File: src/rtl/noc_flit_pkg.sv
// Shared flit layout and sink FSM encoding for the nearest-neighbour NoC endpoints.
package noc_flit_pkg;

  localparam int FLIT_W      = 20;
  localparam int PAYLOAD_W   = 16;
  localparam int PAYLOAD_MSB = 19;
  localparam int PAYLOAD_LSB = 4;
  localparam int CLUSTER_MSB = 3;
  localparam int CLUSTER_LSB = 2;
  localparam int LOCAL_MSB   = 1;
  localparam int LOCAL_LSB   = 0;

  typedef struct packed {
    logic [PAYLOAD_W-1:0] payload;
    logic [1:0]           dest_cluster;
    logic [1:0]           dest_local;
  } flit_t;

  typedef enum logic [1:0] {
    SINK_IDLE = 2'd0,
    SINK_RECV = 2'd1,
    SINK_DONE = 2'd2
  } sink_state_e;

endpackage

File: src/rtl/sync_fifo_ptr.sv
// Single-clock FIFO with occupancy-based full/empty and a 1-cycle registered read port.
module sync_fifo_ptr #(
  parameter int DEPTH = 32,
  parameter int W     = 20
) (
  input  logic         clk,
  input  logic         rst_n,
  input  logic         wr_en,
  input  logic [W-1:0] wr_data,
  input  logic         rd_en,
  output logic [W-1:0] rd_data,
  output logic         rd_valid,
  output logic         empty,
  output logic         full
);

  localparam int AW = $clog2(DEPTH);

  logic [W-1:0]  mem [DEPTH];
  logic [AW-1:0] wr_ptr_q, wr_ptr_d;
  logic [AW-1:0] rd_ptr_q, rd_ptr_d;
  logic [AW:0]   occ_q, occ_d;
  logic [W-1:0]  rd_data_q, rd_data_d;
  logic          rd_valid_q, rd_valid_d;
  logic          do_pop;

  assign empty    = (occ_q == '0);
  assign full     = (occ_q == (AW+1)'(DEPTH));
  assign do_pop   = rd_en && !empty;
  assign rd_data  = rd_data_q;
  assign rd_valid = rd_valid_q;

  // wr_en is pre-qualified by the caller: it is only high when there is room or a pop this cycle.
  always_comb begin
    wr_ptr_d   = wr_ptr_q;
    rd_ptr_d   = rd_ptr_q;
    occ_d      = occ_q;
    rd_data_d  = rd_data_q;
    rd_valid_d = do_pop;
    if (wr_en) wr_ptr_d = wr_ptr_q + 1'b1;
    if (do_pop) begin
      rd_ptr_d  = rd_ptr_q + 1'b1;
      rd_data_d = mem[rd_ptr_q];
    end
    case ({wr_en, do_pop})
      2'b10:   occ_d = occ_q + 1'b1;
      2'b01:   occ_d = occ_q - 1'b1;
      default: occ_d = occ_q;
    endcase
  end

  always_ff @(posedge clk) begin
    if (wr_en) mem[wr_ptr_q] <= wr_data;
  end

  always_ff @(posedge clk or negedge rst_n) begin
    if (!rst_n) begin
      wr_ptr_q   <= '0;
      rd_ptr_q   <= '0;
      occ_q      <= '0;
      rd_data_q  <= '0;
      rd_valid_q <= 1'b0;
    end else begin
      wr_ptr_q   <= wr_ptr_d;
      rd_ptr_q   <= rd_ptr_d;
      occ_q      <= occ_d;
      rd_data_q  <= rd_data_d;
      rd_valid_q <= rd_valid_d;
    end
  end

endmodule

File: src/rtl/datain_sink_buf.sv
// Receive-side sink: captures ejected flits into a FIFO, counts them and flags a finished burst.
// Define DATAIN_SINK_CHECK_EN to build the destination and payload-sequence checkers.
module datain_sink_buf
  import noc_flit_pkg::*;
#(
  parameter int          DEPTH         = 32,
  parameter int          EXP_COUNT     = 30,
  parameter logic [1:0]  NODE_CLUSTER  = 2'd0,
  parameter logic [1:0]  NODE_LOCAL    = 2'd1,
  parameter logic [15:0] FIRST_PAYLOAD = 16'h0001
) (
  input  logic              clk,
  input  logic              rst,
  input  logic              enable,
  input  logic              in_valid,
  input  logic [FLIT_W-1:0] datain,
  input  logic              rd_en,
  output logic [FLIT_W-1:0] rd_data,
  output logic              rd_valid,
  output logic              empty,
  output logic              full,
  output logic [5:0]        rx_count,
  output logic              done,
  output logic              overflow,
  output logic              dest_err,
  output logic              seq_err
);

  sink_state_e state_q;
  logic        done_q;
  logic [5:0]  rx_count_q, rx_count_d;
  logic        overflow_q, overflow_d;
  logic        accept, drop, pop, last_flit;

  assign pop       = rd_en && !empty;
  assign last_flit = accept && (rx_count_q == 6'(EXP_COUNT - 1));

  // A full FIFO still takes a flit when a pop frees the slot in the same cycle.
  always_comb begin
    accept = 1'b0;
    drop   = 1'b0;
    if (state_q == SINK_RECV && enable && in_valid) begin
      if (!full || pop) accept = 1'b1;
      else              drop   = 1'b1;
    end
  end

  always_ff @(posedge clk or negedge rst) begin
    if (!rst) begin
      state_q <= SINK_IDLE;
      done_q  <= 1'b0;
    end else begin
      case (state_q)
        SINK_IDLE: if (enable) state_q <= SINK_RECV;
        SINK_RECV: begin
          if (last_flit) begin
            state_q <= SINK_DONE;
            done_q  <= 1'b1;
          end else if (!enable) begin
            state_q <= SINK_IDLE;
          end
        end
        SINK_DONE: state_q <= SINK_DONE;
        default:   state_q <= SINK_IDLE;
      endcase
    end
  end

  always_comb begin
    rx_count_d = rx_count_q;
    overflow_d = overflow_q | drop;
    if (accept && rx_count_q != 6'h3F) rx_count_d = rx_count_q + 6'd1;
  end

  always_ff @(posedge clk or negedge rst) begin
    if (!rst) begin
      rx_count_q <= '0;
      overflow_q <= 1'b0;
    end else begin
      rx_count_q <= rx_count_d;
      overflow_q <= overflow_d;
    end
  end

  assign rx_count = rx_count_q;
  assign done     = done_q;
  assign overflow = overflow_q;

`ifdef DATAIN_SINK_CHECK_EN
  flit_t       flit;
  logic [15:0] exp_q, exp_d;
  logic        dest_err_q, dest_err_d;
  logic        seq_err_q, seq_err_d;

  assign flit = flit_t'(datain);

  // The expected payload resyncs to each accepted flit, so a single gap flags only once.
  always_comb begin
    exp_d      = exp_q;
    dest_err_d = dest_err_q;
    seq_err_d  = seq_err_q;
    if (accept) begin
      if (flit.dest_cluster != NODE_CLUSTER || flit.dest_local != NODE_LOCAL) dest_err_d = 1'b1;
      if (flit.payload != exp_q) seq_err_d = 1'b1;
      exp_d = flit.payload + 16'd1;
    end
  end

  always_ff @(posedge clk or negedge rst) begin
    if (!rst) begin
      exp_q      <= FIRST_PAYLOAD;
      dest_err_q <= 1'b0;
      seq_err_q  <= 1'b0;
    end else begin
      exp_q      <= exp_d;
      dest_err_q <= dest_err_d;
      seq_err_q  <= seq_err_d;
    end
  end

  assign dest_err = dest_err_q;
  assign seq_err  = seq_err_q;
`else
  logic unused_cfg;
  assign unused_cfg = ^{NODE_CLUSTER, NODE_LOCAL, FIRST_PAYLOAD};
  assign dest_err   = 1'b0;
  assign seq_err    = 1'b0;
`endif

  sync_fifo_ptr #(
    .DEPTH (DEPTH),
    .W     (FLIT_W)
  ) u_fifo (
    .clk      (clk),
    .rst_n    (rst),
    .wr_en    (accept),
    .wr_data  (datain),
    .rd_en    (rd_en),
    .rd_data  (rd_data),
    .rd_valid (rd_valid),
    .empty    (empty),
    .full     (full)
  );

endmodule

File: config.mk
export PLATFORM = sky130hd
export DESIGN_NAME = datain_sink_buf
export DESIGN_NICKNAME = d
export VERILOG_FILES = /design/src/rtl/noc_flit_pkg.sv /design/src/rtl/sync_fifo_ptr.sv /design/src/rtl/datain_sink_buf.sv
export SDC_FILE = /design/constraint.sdc
export NUM_CORES = 1
export LEC_CHECK = 0
export BUFFER_PORTS_ARGS = -buffer_cell sky130_fd_sc_hd__buf_2
export CAP_MARGIN = 30
export CORE_UTILIZATION = 67
export CTS_CLUSTER_DIAMETER = 150
export CTS_CLUSTER_SIZE = 28
export DETAILED_ROUTE_END_ITERATION = 8
export PLACE_DENSITY = 0.84
export REMOVE_ABC_BUFFERS = 1
export SLEW_MARGIN = 10
export SYNTH_ARGS = -nofsm -noshare
export SYNTH_HDL_FRONTEND = slang
export SYNTH_HIERARCHICAL = 1
export SYNTH_SLANG_ARGS = --single-unit
File: constraint.sdc
create_clock -name clk -period 6.65 [get_ports clk]
set_input_delay 1.33 -clock clk [delete_from_list [all_inputs] [get_ports clk]]
set_output_delay 1.33 -clock clk [all_outputs]
set_load 0.02 [all_outputs]
Word level (Yosys, flattened, before mapping):

Memories as Yosys holds them, arrays and structs flattened. A register that Yosys moved wholly into a read port is not among the register bits.
Index checks and enable logic that the tools add are counted.
Widths: inputs -> output; s select.

* register bits after elaboration: 27
* bits in latches: 0
* bits in writable memories: 640
* bits in read-only memories: 0
* logic and storage cells: 49
* memories: 1

* $add $sub $neg: 5
* $mul: 0
* divide/modulo/power cells: 0
* $lt $le $gt $ge: 0
* equality and inequality tests: 9
* shifts and indexed selects: 0
* mux-type cells: 11
* bitwise logic cells: 1
* reductions and logical operators: 14

Memory list
* u_fifo.mem: words 32, width 20, read ports 1, clocked after Yosys merged registers in 1, write ports 1, line sync_fifo_ptr.sv:19 `logic [W-1:0] mem [DEPTH];`

Operators with widths (number)
* $add 6x1->6 const B: 2
* $pmux 6 s2: 1
* $add 5x1->5 const B: 2
* $eq 6x5->1 const B: 1
* $eq 6x6->1 const B: 1
* $logic_not 6->1: 1
* $mux 1: 6
* $mux 2: 3
* $ne 6x6->1 const B: 1
* $pmux 2 s3: 1
* $sub 6x1->6 const B: 1
* $logic_and 1x1->1: 5
* $eq 2x1->1 const B: 2
* $eq 2x2->1 const B: 2
* $reduce_and 2->1: 2
* $logic_not 1->1: 3
* $ne 3x3->1 const B: 1
* $logic_not 2->1: 1
* $ne 2x2->1 const B: 1
* $reduce_bool 2->1: 1
* $logic_or 1x1->1: 1
* $or 1x1->1: 1

Logic depth before layout (Yosys ltp):

Gate-level depths: netlist of run 1.

* depth in word-level cells: 9
* mapped depth: 14
* gate-level depth less buffers: 12

By module:

Netlist of run 1, hierarchy kept.

Modules (own cells, without submodules)
* sync_fifo_ptr: times used 1, cells an instance 1237, area an instance 26178.9 um^2, seq. area each 20144.3 um^2
* datain_sink_buf: times used 1, cells an instance 52, area an instance 639.4 um^2, seq. area each 250.2 um^2

Worst setup path before layout of run 1:

Ideal clock, no wire load.

* kind: register -> register
* start: reg u_fifo.occ_q[4]
* end: reg u_fifo.occ_q[5]
* library setup time: 127 ps
* arrival: 3437 ps
* slack: 3086 ps
* stages on the path, launching flop included: 14
* path through: dfrtp_1 or4_4 nor3b_1 buf_4 a21oi_1 clkbuf_1 inv_1 ha_1 ha_1 a21o_1 a21oi_1 or4_1 nand3_1 xor2_1

* elaborated cells on any way between the ends: 14
* those cells by class: add/sub: 2; eq/ne: 3; mux: 3; reduce/logical: 6

RTL lines
* from (decl): line sync_fifo_ptr.sv:22 `logic [AW:0] occ_q, occ_d;`
* from (signal assigned): line sync_fifo_ptr.sv:60 `occ_q <= '0;`
* from (signal assigned): line sync_fifo_ptr.sv:66 `occ_q <= occ_d;`
* $eq 6x6->1 *: line sync_fifo_ptr.sv:28 `assign full = (occ_q == (AW+1)'(DEPTH));`
* via full: line datain_sink_buf.sv:21 `output logic full,`
* $logic_not 1->1 *: line datain_sink_buf.sv:43 `if (!full || pop) accept = 1'b1;`
* $logic_or 1x1->1 *: line datain_sink_buf.sv:43
* $mux 1 *: line datain_sink_buf.sv:43
* $mux 1 *: line datain_sink_buf.sv:42 `if (state_q == SINK_RECV && enable && in_valid) begin`
* via accept: line datain_sink_buf.sv:33 `logic accept, drop, pop, last_flit;`
* $eq 2x1->1 / $eq 2x2->1 (equally long branches): line sync_fifo_ptr.sv:45 `case ({wr_en, do_pop})`
* $pmux 6 s2 / $reduce_bool 2->1 (equally long branches)

The timed path passes the listed nets; every way through them passes the cells marked *.
A chain may end at the register's enable or synchronous reset.

Final worst setup path of run 1:

* start: in enable
* end: mem u_fifo.mem[7][3], enable pin

* word-level cells in the longest chain between the ends: 5

Ends and longest elaborated chain
* from (decl): line datain_sink_buf.sv:14 `input logic enable,`
* $logic_and 1x1->1 (2 in series): line datain_sink_buf.sv:42
* $mux 1: line datain_sink_buf.sv:42
* via accept: line datain_sink_buf.sv:33
* $mux 1: line sync_fifo_ptr.sv:53 `if (wr_en) mem[wr_ptr_q] <= wr_data;`
* $mux 1 (not written as such): line sync_fifo_ptr.sv:53
* to (decl): line sync_fifo_ptr.sv:19

The timed path passes the listed nets, and every way through them passes these cells.

==> results of run 1 <==
[state kept, by name, indices dropped and copies added (netlist names)]
name / count
done: 1
overflow: 1
rx_count: 6
state_q: 2
u_fifo/mem: 640
u_fifo/occ_q: 6
u_fifo/rd_data: 20
u_fifo/rd_ptr_q: 5
u_fifo/rd_valid: 1
u_fifo/wr_ptr_q: 5
[cell usage in the layout, fill, tap and decap left out, types with 29 or more instances in the layout]
cell         n
nand2_1     39
edfxtp_1   640
clkbuf_16   29
nor2_2      32
dfrtp_1     43
o22ai_1     38
mux4_2     104
mux2i_1     79
buf_2       55
[cells by family after synthesis]
group	count (synthesis)
mux	223
compound gates	146
other cells	1
simple gates	123
xor+xnor	13
fa+ha+maj	13
buf+inv	83
flops	687
[per-stage QoR]
stage                     area [sq um]  hold slack, ns  worst slack [ns]  total power, uW
after global routing             28800           0.496              2.66            10700
after detailed placement         27700           0.468              1.99             8350
final                            28800           0.484              2.70            10400
after CTS                        28600           0.486              2.60            10300
after global placement           27400           0.440              2.07             8250
after floorplan                  26300           0.433            0.0282             7530
[cell type report]
type                       instances  area [sq um]  area share (%)
clock inverter                     1          16.3          0.0565
clock buffer                      50           805            2.80
sequential                       687         20400            70.9
timing repair buffer              98           878            3.05
tap                              518           648            2.25
multi-input combinational        520          5980            20.8
inverter                           8          30.0           0.104
[routing by layer]
layer | GRT usage (%) | up-vias
met3 | 6.64 | 114
li1 | - | 5433
met5 | 0 | -
met1 | 44.7 | 6924
met4 | 8.04 | 4
met2 | 46.1 | 907
[power by group through the flow]
stage	Clock [uW]	Combinational, uW	Sequential (uW)
after global routing	2190	3260	5240
after floorplan	0	1920	5600
after CTS	2070	3000	5280
after detailed placement	0	2980	5370
final	2050	3130	5220
after global placement	0	2890	5360
[worst min path at each step]
| stage | startpoint | to | slack [ns] | cells past startpoint |
|---|---|---|---|---|
| after global routing | state_q[1] | state_q[0] | 0.50 | 1 |
| after CTS | state_q[1] | state_q[0] | 0.49 | 1 |
| after detailed placement | overflow | overflow | 0.47 | 1 |
| after global placement | state_q[1] | state_q[0] | 0.44 | 1 |
| after floorplan | state_q[1] | state_q[0] | 0.43 | 1 |
| final | state_q[1] | state_q[0] | 0.48 | 1 |
==> results.md, run 1 <==
* Outcome: complete, no violations
* Iteration-0 DRC count of the detailed router at 1825
* Critical path type: in -> reg
* Number of antenna violations at the first check in global routing at 2
* Gate Count Post-Synth at 1289
* Maximum clock frequency at 253 MHz
* Reg-to-Reg Start: u_fifo/occ_q[1]
* Number of antenna-violating nets in the routed design at 0
* Sequential group share of total power at 50.2%
* Setup repair after global routing missed its margin: false
* Category of cells accounting for the largest share of critical-path delay: simple AND/OR/NAND/NOR gates
* Simple-gate share of the synthesized area at 2.39%
* Share of the synthesized area in compound gates (AO/OA/AOI/OAI) at 4.27%
* Number of failing hold endpoints at the final stage at 0
* Tightest Pin Transition at 0.979 ns
* Count of max-cap constraint violations at 0
* Number of fill cells at 2144
* Routed wirelength normalized by instance count at 31.9 um
* Placed instance count at 1818
* Maximum cell stage delay along the critical path at 0.80 ns
* Relative contribution of the clock network to total power at 19.7%
* Worst setup endpoint: u_fifo/mem[7][3]
* Type of the most critical hold path: reg -> reg
* Largest area contributor in the netlist: edfxtp_1
* Num CTS Buffers at 28
* FFs w/ async S/R, synth at 6.84%
* Row cnt at 72
* Largest family of logic cells by synthesized area: multiplexers
* Maximum clock skew at final layout at 0.0193 ns
* CP arrival at 4.26 ns
* Starting utilization of the core area at 68.6%
* Total number of clock tree sinks at 687
* Post-route core utilization at 73.6%
* Top layer in use: met5
* Number of endpoints failing setup at the final stage at 0
* Top cells by area in the synthesized netlist: edfxtp_1 72%, mux4_2 8.7%, dfrtp_1 4.4%, mux2i_1 2.9%, mux4_1 1.6%
* Net total in the final layout at 1381
* Period utilisation layout at 59.4%
* Routed Wire Length at 60000 um
* Core ar. at 0.0391 sq mm
* Parity-gate share of the synthesized area counting xor and xnor cells at 0.425%
* Total die area at 0.0408 sq mm
* Setup tns final at 0 ns
* Number of pins exceeding their max-slew limit in the final report at 0
* Number of optimization iterations in the first detailed-route pass at 6
* Most frequent cell after synthesis: edfxtp_1
* Logic gate share of total power at 30.1%
* Maximum number of pins on one net before global-route repair at 82
* Via-per-instance ratio at 7.11
* Wire length on met2 at 28000 um
* Path length in cells of the critical path at 6
* Met1 wire length at 23200 um
* Endpoint kind of the worst setup timing path: flop
* Switching part of the total power at 32.1%
* Total via count in the routed design at 13400
* Final routed DRC violation total at 0
* Worst-skew pair later-pin latency at 0.60 ns
* Number of enable-type register cells in the synthesized netlist at 640
* Net Switching at 3340 uW
* Top-area cell type share of the netlist area at 71.7%
* CP Cell Sequence: buf_2 > nand4b_4 > a21oi_1 > nand2_1 > nor2_2 > buf_8
* CTS tree: yes
* Hold_buf cts at 0
* Number of warnings reported in the yosys synthesis log at 6
* P_int at 7060 uW
* R2R Setup Slk at 2.86 ns
* Portion of the post-synthesis area used by sequential elements at 76.0%
* Flip-flop cell with the highest count after synthesis: edfxtp_1
* Distinct cell type count after synthesis at 60
* Nature of the critical path startpoint: input port
* Required time of the worst setup path at 6.96 ns
* I/O Buffers at 55
* Maximum net fanout on the critical path at 12
* Post-synth design cell area at 0.0268 sq mm
* Proportion of layout cells with a drive suffix above 1 at 22.1%
* GRT Resource Usage Total at 30.0%
* Number of gates given a new drive strength after cts at 0
* Inserted Diodes at 0
* Worst setup path startpoint: enable
* Worst-case clock buffer depth at 3
* Mean area per synthesized cell at 20.8 sq um
* Critical register-to-register path endpoint: u_fifo/mem[7][3]
* Number of buffer and inverter stages on the critical path at 2
* Slowest CP cell: nand2_1
* Static leakage at 0.00921 uW
* Clock-pin slew of the registers on the worst-case setup and hold paths at 0.10 ns
* First-pass GRT wire length at 87300 um
* Number of global-route vias before repair at 13000
* Worst vdd ir at 0.000254 V
* H-tree levels at 1
* Worst rel slew slack at 34.7%
* Root cell of the clock tree: clkbuf_16
* Cell count of the worst reg-to-reg path at 7
* Adder and majority gate portion of the synthesized area at 0.635%
* Area growth from synthesis to layout at 7.25%
* Proportion of synthesized area in mux cells at 14.3%
* Number of I/O pins at 58
* Remaining global-route overflow at 0
* Half-perimeter wire length of the detailed placement result at 36600 um
* #FFs+latches synth at 687
* Min Tclk post-route at 3.95 ns
* Die span in x at 202 um
* Die Y-Extent at 202 um
* Most numerous cell types in the synthesized netlist: 640 x edfxtp_1, 104 x mux4_2, 79 x mux2i_1
* PwrDens at 362 mW/mm^2
* DR WL met3 at 7000 um
* Setup Fix Bufs, Post-CTS at 0
* Routability Congestion at 0.874
* Final non-filler cell total at 1882
No activity file was read; power rests on OpenSTA's default activity.
==> inputs of run 2 (changes only) <==
--- a/config.mk
+++ b/config.mk
@@ -5,13 +5,14 @@
 export SDC_FILE = /design/constraint.sdc
 export NUM_CORES = 1
 export LEC_CHECK = 0
+export ABC_AREA = 1
 export BUFFER_PORTS_ARGS = -buffer_cell sky130_fd_sc_hd__buf_2
 export CAP_MARGIN = 30
-export CORE_UTILIZATION = 67
+export CORE_UTILIZATION = 57
 export CTS_CLUSTER_DIAMETER = 150
 export CTS_CLUSTER_SIZE = 28
 export DETAILED_ROUTE_END_ITERATION = 8
-export PLACE_DENSITY = 0.84
+export PLACE_DENSITY = 0.76
 export REMOVE_ABC_BUFFERS = 1
 export SLEW_MARGIN = 10
 export SYNTH_ARGS = -nofsm -noshare
==> constraint.sdc (replaced) <==
create_clock -name clk -period 3.4 [get_ports clk]
set_input_delay 0.68 -clock clk [delete_from_list [all_inputs] [get_ports clk]]
set_output_delay 0.68 -clock clk [all_outputs]
set_load 0.02 [all_outputs]
==> results.md, run 2 <==
* Required time of the worst setup path at 3.90 ns
* Number of warnings reported in the yosys synthesis log at 6
* First-pass GRT wire length at 107000 um
* Num CTS Buffers at 28
* Routed wirelength normalized by instance count at 20.3 um
* Die span in x at 228 um
* Maximum net fanout on the critical path at 6
* R2R Setup Slk at 0.54 ns
* CP arrival at 3.36 ns
* Worst rel slew slack at 29.9%
* Worst-skew pair later-pin latency at 0.62 ns
* Routability Congestion at 0.868
* Critical register-to-register path endpoint: u_fifo/occ_q[3]
* Inserted Diodes at 0
* Iteration-0 DRC count of the detailed router at 2423
* I/O Buffers at 55
* Net Switching at 8570 uW
* Most frequent cell after synthesis: nand2_1
* Static leakage at 0.0126 uW
* Number of optimization iterations in the first detailed-route pass at 6
* Register with the highest flop count: u_fifo/mem
* Logic gate share of total power at 36.9%
* Reg-to-Reg Start: u_fifo/occ_q[0]
* Total die area at 0.0520 sq mm
* Sequential group share of total power at 44.4%
* Setup Fix Bufs, Post-CTS at 0
* Outcome: complete, no violations
* Starting utilization of the core area at 57.9%
* Flip-flop cell with the highest count after synthesis: edfxtp_1
* Nature of the critical path startpoint: flop
* P_int at 13300 uW
* Tightest Pin Transition at 1.05 ns
* Number of pins exceeding their max-slew limit in the final report at 0
* #FFs+latches synth at 687
* Instance count along the most critical hold path at 3
* Worst vdd ir at 0.000794 V
* Min Tclk post-route at 2.86 ns
* Highest-utilization routing layer at the global route stage: met2
* Proportion of layout cells with a drive suffix above 1 at 7.58%
* Relative contribution of the clock network to total power at 18.7%
* Final routed DRC violation total at 0
* Hold-critical path endpoint: state_q[0]
* Setup repair after global routing missed its margin: false
* Number of fill cells at 3914
* Gate Count Post-Synth at 2726
* Via-per-instance ratio at 5.65
* Mean area per synthesized cell at 10.7 sq um
* Number of gates given a new drive strength after cts at 0
* Switching part of the total power at 39.2%
* FFs w/ async S/R, synth at 6.84%
* Most common library cell in the layout ignoring fill and taps: nand2_1
* Number of enable-type register cells in the synthesized netlist at 640
* Core ar. at 0.0503 sq mm
* GRT met1 Usage at 36.5%
* Maximum number of pins on one net before global-route repair at 202
* Post-synth design cell area at 0.0291 sq mm
* CTS tree: yes
* Area growth from synthesis to layout at 6.81%
* Net total in the final layout at 2788
* Number of global-route vias before repair at 18600
* Number of endpoints failing setup at the final stage at 0
* Period utilisation layout at 84.2%
* Die Y-Extent at 228 um
* Routed Wire Length at 69900 um
* Type of the most critical hold path: in -> reg
* Maximum clock frequency at 349 MHz
* Row cnt at 82
* Overall power consumption at 21900 uW
* Global Route met3 Usage at 3.93%
* Portion of the post-synthesis area used by sequential elements at 70.1%
* GRT Resource Usage Total at 26.9%
* Count of max-cap constraint violations at 0
* Maximum clock skew at final layout at 0.0193 ns
* Clock-pin slew of the registers on the worst-case setup and hold paths at 0.11 ns
* H-tree levels at 1
* Worst hold start: enable
* Post-route core utilization at 61.8%
* Met2 routing resource usage after global routing at 45.2%
* Largest area contributor in the netlist: edfxtp_1
* Critical path type: reg -> reg
* Top cells by area in the synthesized netlist: edfxtp_1 66%, nand2_1 12%, nand3_1 6.7%, dfrtp_1 4.0%, inv_1 3.7%
* Worst-case clock buffer depth at 3
* PwrDens at 703 mW/mm^2
* Number of antenna-violating nets in the routed design at 0
* Total via count in the routed design at 19500
* Root cell of the clock tree: clkbuf_16
* Endpoint kind of the worst setup timing path: flop
* Number of antenna violations at the first check in global routing at 0
* Half-perimeter wire length of the detailed placement result at 42800 um
* Number of failing hold endpoints at the final stage at 0
* Top-area cell type share of the netlist area at 66.0%
* Distinct cell type count after synthesis at 31
* Largest register FFs at 640
* Remaining global-route overflow at 0
* Number of I/O pins at 58
* Most frequent cells in the layout: 937 x nand2_1, 640 x edfxtp_1, 390 x nand3_1
* Most numerous cell types in the synthesized netlist: 938 x nand2_1, 640 x edfxtp_1, 390 x nand3_1
* Total number of clock tree sinks at 687
* Cell count of the worst reg-to-reg path at 14
-- run 2: cell types whose count changed in the layout (fill, tap and decap cells not counted), moves of 20 or more --
cell,delta
nand2_1,+898
nand3_1,+383
inv_1,+280
nor2_1,+128
mux4_2,-104
mux2i_1,-79
buf_4,+58
a21oi_1,+38
o22ai_1,-36
a211oi_1,-23
buf_8,-23
mux2_2,-20
-- run 2: per-stage QoR --
step	TNS [ns]	std cells	area, sq um	hold WS (ns)	worst slack, ns
final	0	3444	31100	0.346	0.537
after global routing	0	3444	31100	0.348	0.247
after CTS	0	3442	31100	0.191	0.515
after detailed placement	0	3390	30200	0.465	0.529
after global placement	0	3390	30200	0.442	0.539
after floorplan	-144.93	2588	28400	0.384	-6.40
-- run 2: layout make-up --
type | count | area, sq um | share of cell area, %
Timing Repair Buffer | 132 | 968 | 3.11
Clock buffer | 51 | 808 | 2.60
Clock inverter | 1 | 16.3 | 0.0523
Sequential cell | 687 | 20400 | 65.6
Tap cell | 672 | 841 | 2.70
Inverter | 292 | 1110 | 3.57
Multi-Input combinational cell | 1609 | 6950 | 22.3
-- run 2: logic make-up (layout without fill, tap and decap cells) --
kind of cell | Yosys count | after routing | synth area share (%)
and+or+nand+nor | 1506 | 1506 | 21.2
other | 1 | 2 | 0.0129
AOI/OAI and AO/OA | 75 | 75 | 1.33
buffers and inverters | 431 | 476 | 6.37
xor gates and xnor gates | 13 | 13 | 0.391
DFF | 687 | 687 | 70.1
adders and majority gates | 13 | 13 | 0.585
-- run 2: worst max path at each step --
stage | startpoint | end | slack [ns] | cells past startpoint
2_1_floorplan | u_fifo/rd_ptr_q[0] | u_fifo/rd_data[18] | -6.40 | 7
3_3_place_gp | u_fifo/occ_q[0] | u_fifo/occ_q[3] | 0.54 | 19
3_5_place_dp | u_fifo/occ_q[0] | u_fifo/occ_q[3] | 0.53 | 14
4_1_cts | u_fifo/occ_q[0] | u_fifo/occ_q[3] | 0.51 | 15
5_1_grt | u_fifo/occ_q[0] | u_fifo/occ_q[3] | 0.25 | 14
6_report | u_fifo/occ_q[0] | u_fifo/occ_q[3] | 0.54 | 14
-- run 2: power by group through the flow --
stage,registers [uW],clock network [uW],logic (uW)
after floorplan,10300,0,3830
after detailed placement,9890,0,7870
after CTS,9700,4130,7920
after global routing,9730,4400,8780
final,9700,4090,8060
after global placement,9870,0,7720
-- run 2: routing by layer --
metal / routed length [um] / up-vias
met5: 0 / -
met4: 1950 / 0
met3: 6340 / 120
met2: 34300 / 981
met1: 27300 / 9388
li1: - / 8967
-- run 2: repair_timing --
action | CTS | global route
hold buffers | 0 | 1
setup endpoints to repair | 0 | 0
endpoints found under the hold margin | 0 | 14
-- run 2: critical path: stages (launching register included) --
cell     delay (ns)
dfrtp_1        0.46
nor2_1         0.13
nand3_1        0.10
nor3_1         0.35
nand2_1        0.20
nand2_4        0.14
inv_1          0.06
inv_1          0.06
ha_1           0.31
ha_1           0.34
nand2_1        0.09
nand2_1        0.06
a31o_2         0.22
o21ai_0        0.12
o21ai_0        0.11
==> inputs of run 3 (changes only) <==
--- a/config.mk
+++ b/config.mk
@@ -5,14 +5,14 @@
 export SDC_FILE = /design/constraint.sdc
 export NUM_CORES = 1
 export LEC_CHECK = 0
-export ABC_AREA = 1
+export ABC_AREA = 0
 export BUFFER_PORTS_ARGS = -buffer_cell sky130_fd_sc_hd__buf_2
 export CAP_MARGIN = 30
-export CORE_UTILIZATION = 57
+export CORE_UTILIZATION = 56
 export CTS_CLUSTER_DIAMETER = 150
 export CTS_CLUSTER_SIZE = 28
 export DETAILED_ROUTE_END_ITERATION = 8
-export PLACE_DENSITY = 0.76
+export PLACE_DENSITY = 0.75
 export REMOVE_ABC_BUFFERS = 1
 export SLEW_MARGIN = 10
 export SYNTH_ARGS = -nofsm -noshare
==> constraint.sdc (replaced) <==
create_clock -name clk -period 2.4 [get_ports clk]
set_input_delay 0.48 -clock clk [delete_from_list [all_inputs] [get_ports clk]]
set_output_delay 0.48 -clock clk [all_outputs]
set_load 0.02 [all_outputs]
==> results.md, run 3 (synthesis gave the netlist of run 1 again) <==
* Outcome: complete, but fails checks
* Violations in the final reports: design-rule violations, negative setup slack
* Critical path type: reg -> reg
* Via-per-instance ratio at 6.42
* Register with the highest flop count: u_fifo/mem
* Maximum number of pins on one net before global-route repair at 44
* Cell count of the worst reg-to-reg path at 12
* R2R Setup Slk at -0.36 ns
* Routability Congestion at 0.847
* Worst-case clock buffer depth at 3
* Type of the most critical hold path: in -> reg
* Multi-input combinational cell area at 0.00618 sq mm
* PwrDens at 981 mW/mm^2
* Instance count along the most critical hold path at 2
* Number of endpoints failing setup at the final stage at 7
* Min Hold Slack at 0.151 ns
* Die span in x at 221 um
* Final routed DRC violation total at 8
* Starting utilization of the core area at 57.2%
* CTS tree: yes
* Total die area at 0.0488 sq mm
* Setup repair after global routing missed its margin: true
* Maximum clock skew at final layout at 0.0226 ns
* Worst hold start: enable
* Row cnt at 79
* Critical register-to-register path endpoint: u_fifo/occ_q[2]
* Tightest Pin Transition at 0.918 ns
* Clock-pin slew of the registers on the worst-case setup and hold paths at 0.11 ns
* Total number of clock tree sinks at 687
* Remaining global-route overflow at 0
* Required time of the worst setup path at 2.93 ns
* Endpoint kind of the worst setup timing path: flop
* Number of antenna violations at the first check in global routing at 2
* Iteration-0 DRC count of the detailed router at 1428
* Number of failing hold endpoints at the final stage at 0
* Worst-skew pair later-pin latency at 0.60 ns
* Hold-critical path endpoint: state_q[0]
* Maximum clock frequency at 363 MHz
* GRT Resource Usage Total at 23.5%
* Largest register FFs at 640
* Min Tclk post-route at 2.76 ns
* Die Y-Extent at 221 um
* FF/Latch Area at 0.0204 sq mm
* Num CTS Buffers at 28
* Routed wirelength normalized by instance count at 27.8 um
* H-tree levels at 1
* Number of antenna-violating nets in the routed design at 0
* Maximum net fanout on the critical path at 4
* Total via count in the routed design at 13300
* Worst rel slew slack at 38.8%
* Net total in the final layout at 1482
* I/O Buffers at 55
* Period utilisation layout at 115%
* Half-perimeter wire length of the detailed placement result at 35500 um
* Routed Wire Length at 57500 um
* Area growth from synthesis to layout at 13.2%
* Number of fill cells at 3043
* Number of I/O pins at 58
* Nature of the critical path startpoint: flop
* Root cell of the clock tree: clkbuf_16
* Overall power consumption at 29800 uW
* Most common library cell in the layout ignoring fill and taps: edfxtp_1
* First-pass GRT wire length at 84500 um
* Static leakage at 0.00993 uW
* Number of pins exceeding their max-slew limit in the final report at 0
* CP arrival at 3.29 ns
* Inserted Diodes at 0
* Most frequent cells in the layout: 640 x edfxtp_1, 104 x mux4_2, 78 x mux2i_1
* Count of max-cap constraint violations at 0
* Reg-to-Reg Start: u_fifo/occ_q[1]
* Core ar. at 0.0469 sq mm
* Worst vdd ir at 0.000834 V
* Worst Setup Slack, final at -0.357 ns
* Proportion of layout cells with a drive suffix above 1 at 29.4%
* Number of global-route vias before repair at 13200
* Number of optimization iterations in the first detailed-route pass at 7
-- run 3: cell types whose count changed in the layout (fill, tap and decap cells not counted), moves of 20 or more --
cell,previous run,this run
a211oi_1,0,23
nand3_1,390,6
mux2i_1,0,78
a21oi_1,43,2
inv_1,288,5
nor2_1,135,7
o22ai_1,2,38
mux4_2,0,104
buf_12,9,54
nand2_1,937,36
mux2_2,0,20
-- run 3: final cells by class --
class	count	share of cell area (%)
clock buffers	51	2.66
clock inverters	1	0.0536
inverters	8	0.0989
multi-input cells	520	20.4
flip-flops and latches	687	67.2
well taps	607	2.50
repair buffers	199	7.09
-- run 3: what timing repair did --
action	CTS	global route
pin swaps	13	8
resized for setup	23	36
setup buffers	6	8
endpoints found under the hold margin	30	0
hold buffers	1	0
endpoints found under the setup margin	570	515
gates cloned	0	2
-- run 3: how the worst max path moves through the flow --
stage                       startpoint                end  slack (ns)  depth (start not counted)
floorplan           u_fifo/rd_ptr_q[0]  u_fifo/rd_data[0]       -4.22                          5
global placement       u_fifo/occ_q[4]    u_fifo/occ_q[5]       -0.46                         12
detailed placement     u_fifo/occ_q[4]    u_fifo/occ_q[5]       -0.55                         11
CTS                    u_fifo/occ_q[1]    u_fifo/occ_q[5]       -0.36                         10
global route           u_fifo/occ_q[1]    u_fifo/occ_q[4]       -0.45                         12
finish                 u_fifo/occ_q[1]    u_fifo/occ_q[2]       -0.36                         12
-- run 3: stage by stage --
step                setup WS, ns  std cells  area, sq um  util (%)  TNS, ns
global placement          -0.463       2003        29100      62.1   -16.73
detailed placement        -0.547       2007        29100      62.2   -28.78
CTS                       -0.360       2065        30100      64.3    -1.86
global route              -0.448       2073        30400      64.8    -2.28
floorplan                  -4.22       1215        26300         -  -915.05
finish                    -0.357       2073        30400      64.8    -1.67
-- run 3: power by group --
part	total [uW]	leakage, uW	switching, uW	internal, uW
clock network	5700	0.000390	3380	2320
registers	14200	0.00632	577	13600
logic	9910	0.00321	5210	4700
total	29800	0.00993	9170	20600
-- run 3: worst max-delay path, stage by stage, from the launching register on --
cell     delay [ns]
dfrtp_1        0.39
or4_4          0.59
o31ai_4        0.23
inv_2          0.08
ha_4           0.19
buf_6          0.13
buf_6          0.11
fa_2           0.34
buf_4          0.14
buf_4          0.12
buf_6          0.11
xnor2_2        0.12
o21ai_1        0.12
-- run 3: metal layers --
layer | track usage [%] | routed length, um | part of all wire [%] | up-vias
li1 | - | - | - | 5646
met1 | 34.0 | 23800 | 41 | 6981
met2 | 37.7 | 28000 | 49 | 579
met3 | 3.76 | 4180 | 7.3 | 102
met4 | 6.47 | 1570 | 2.7 | 2
met5 | 0 | 8 | 0.014 | -
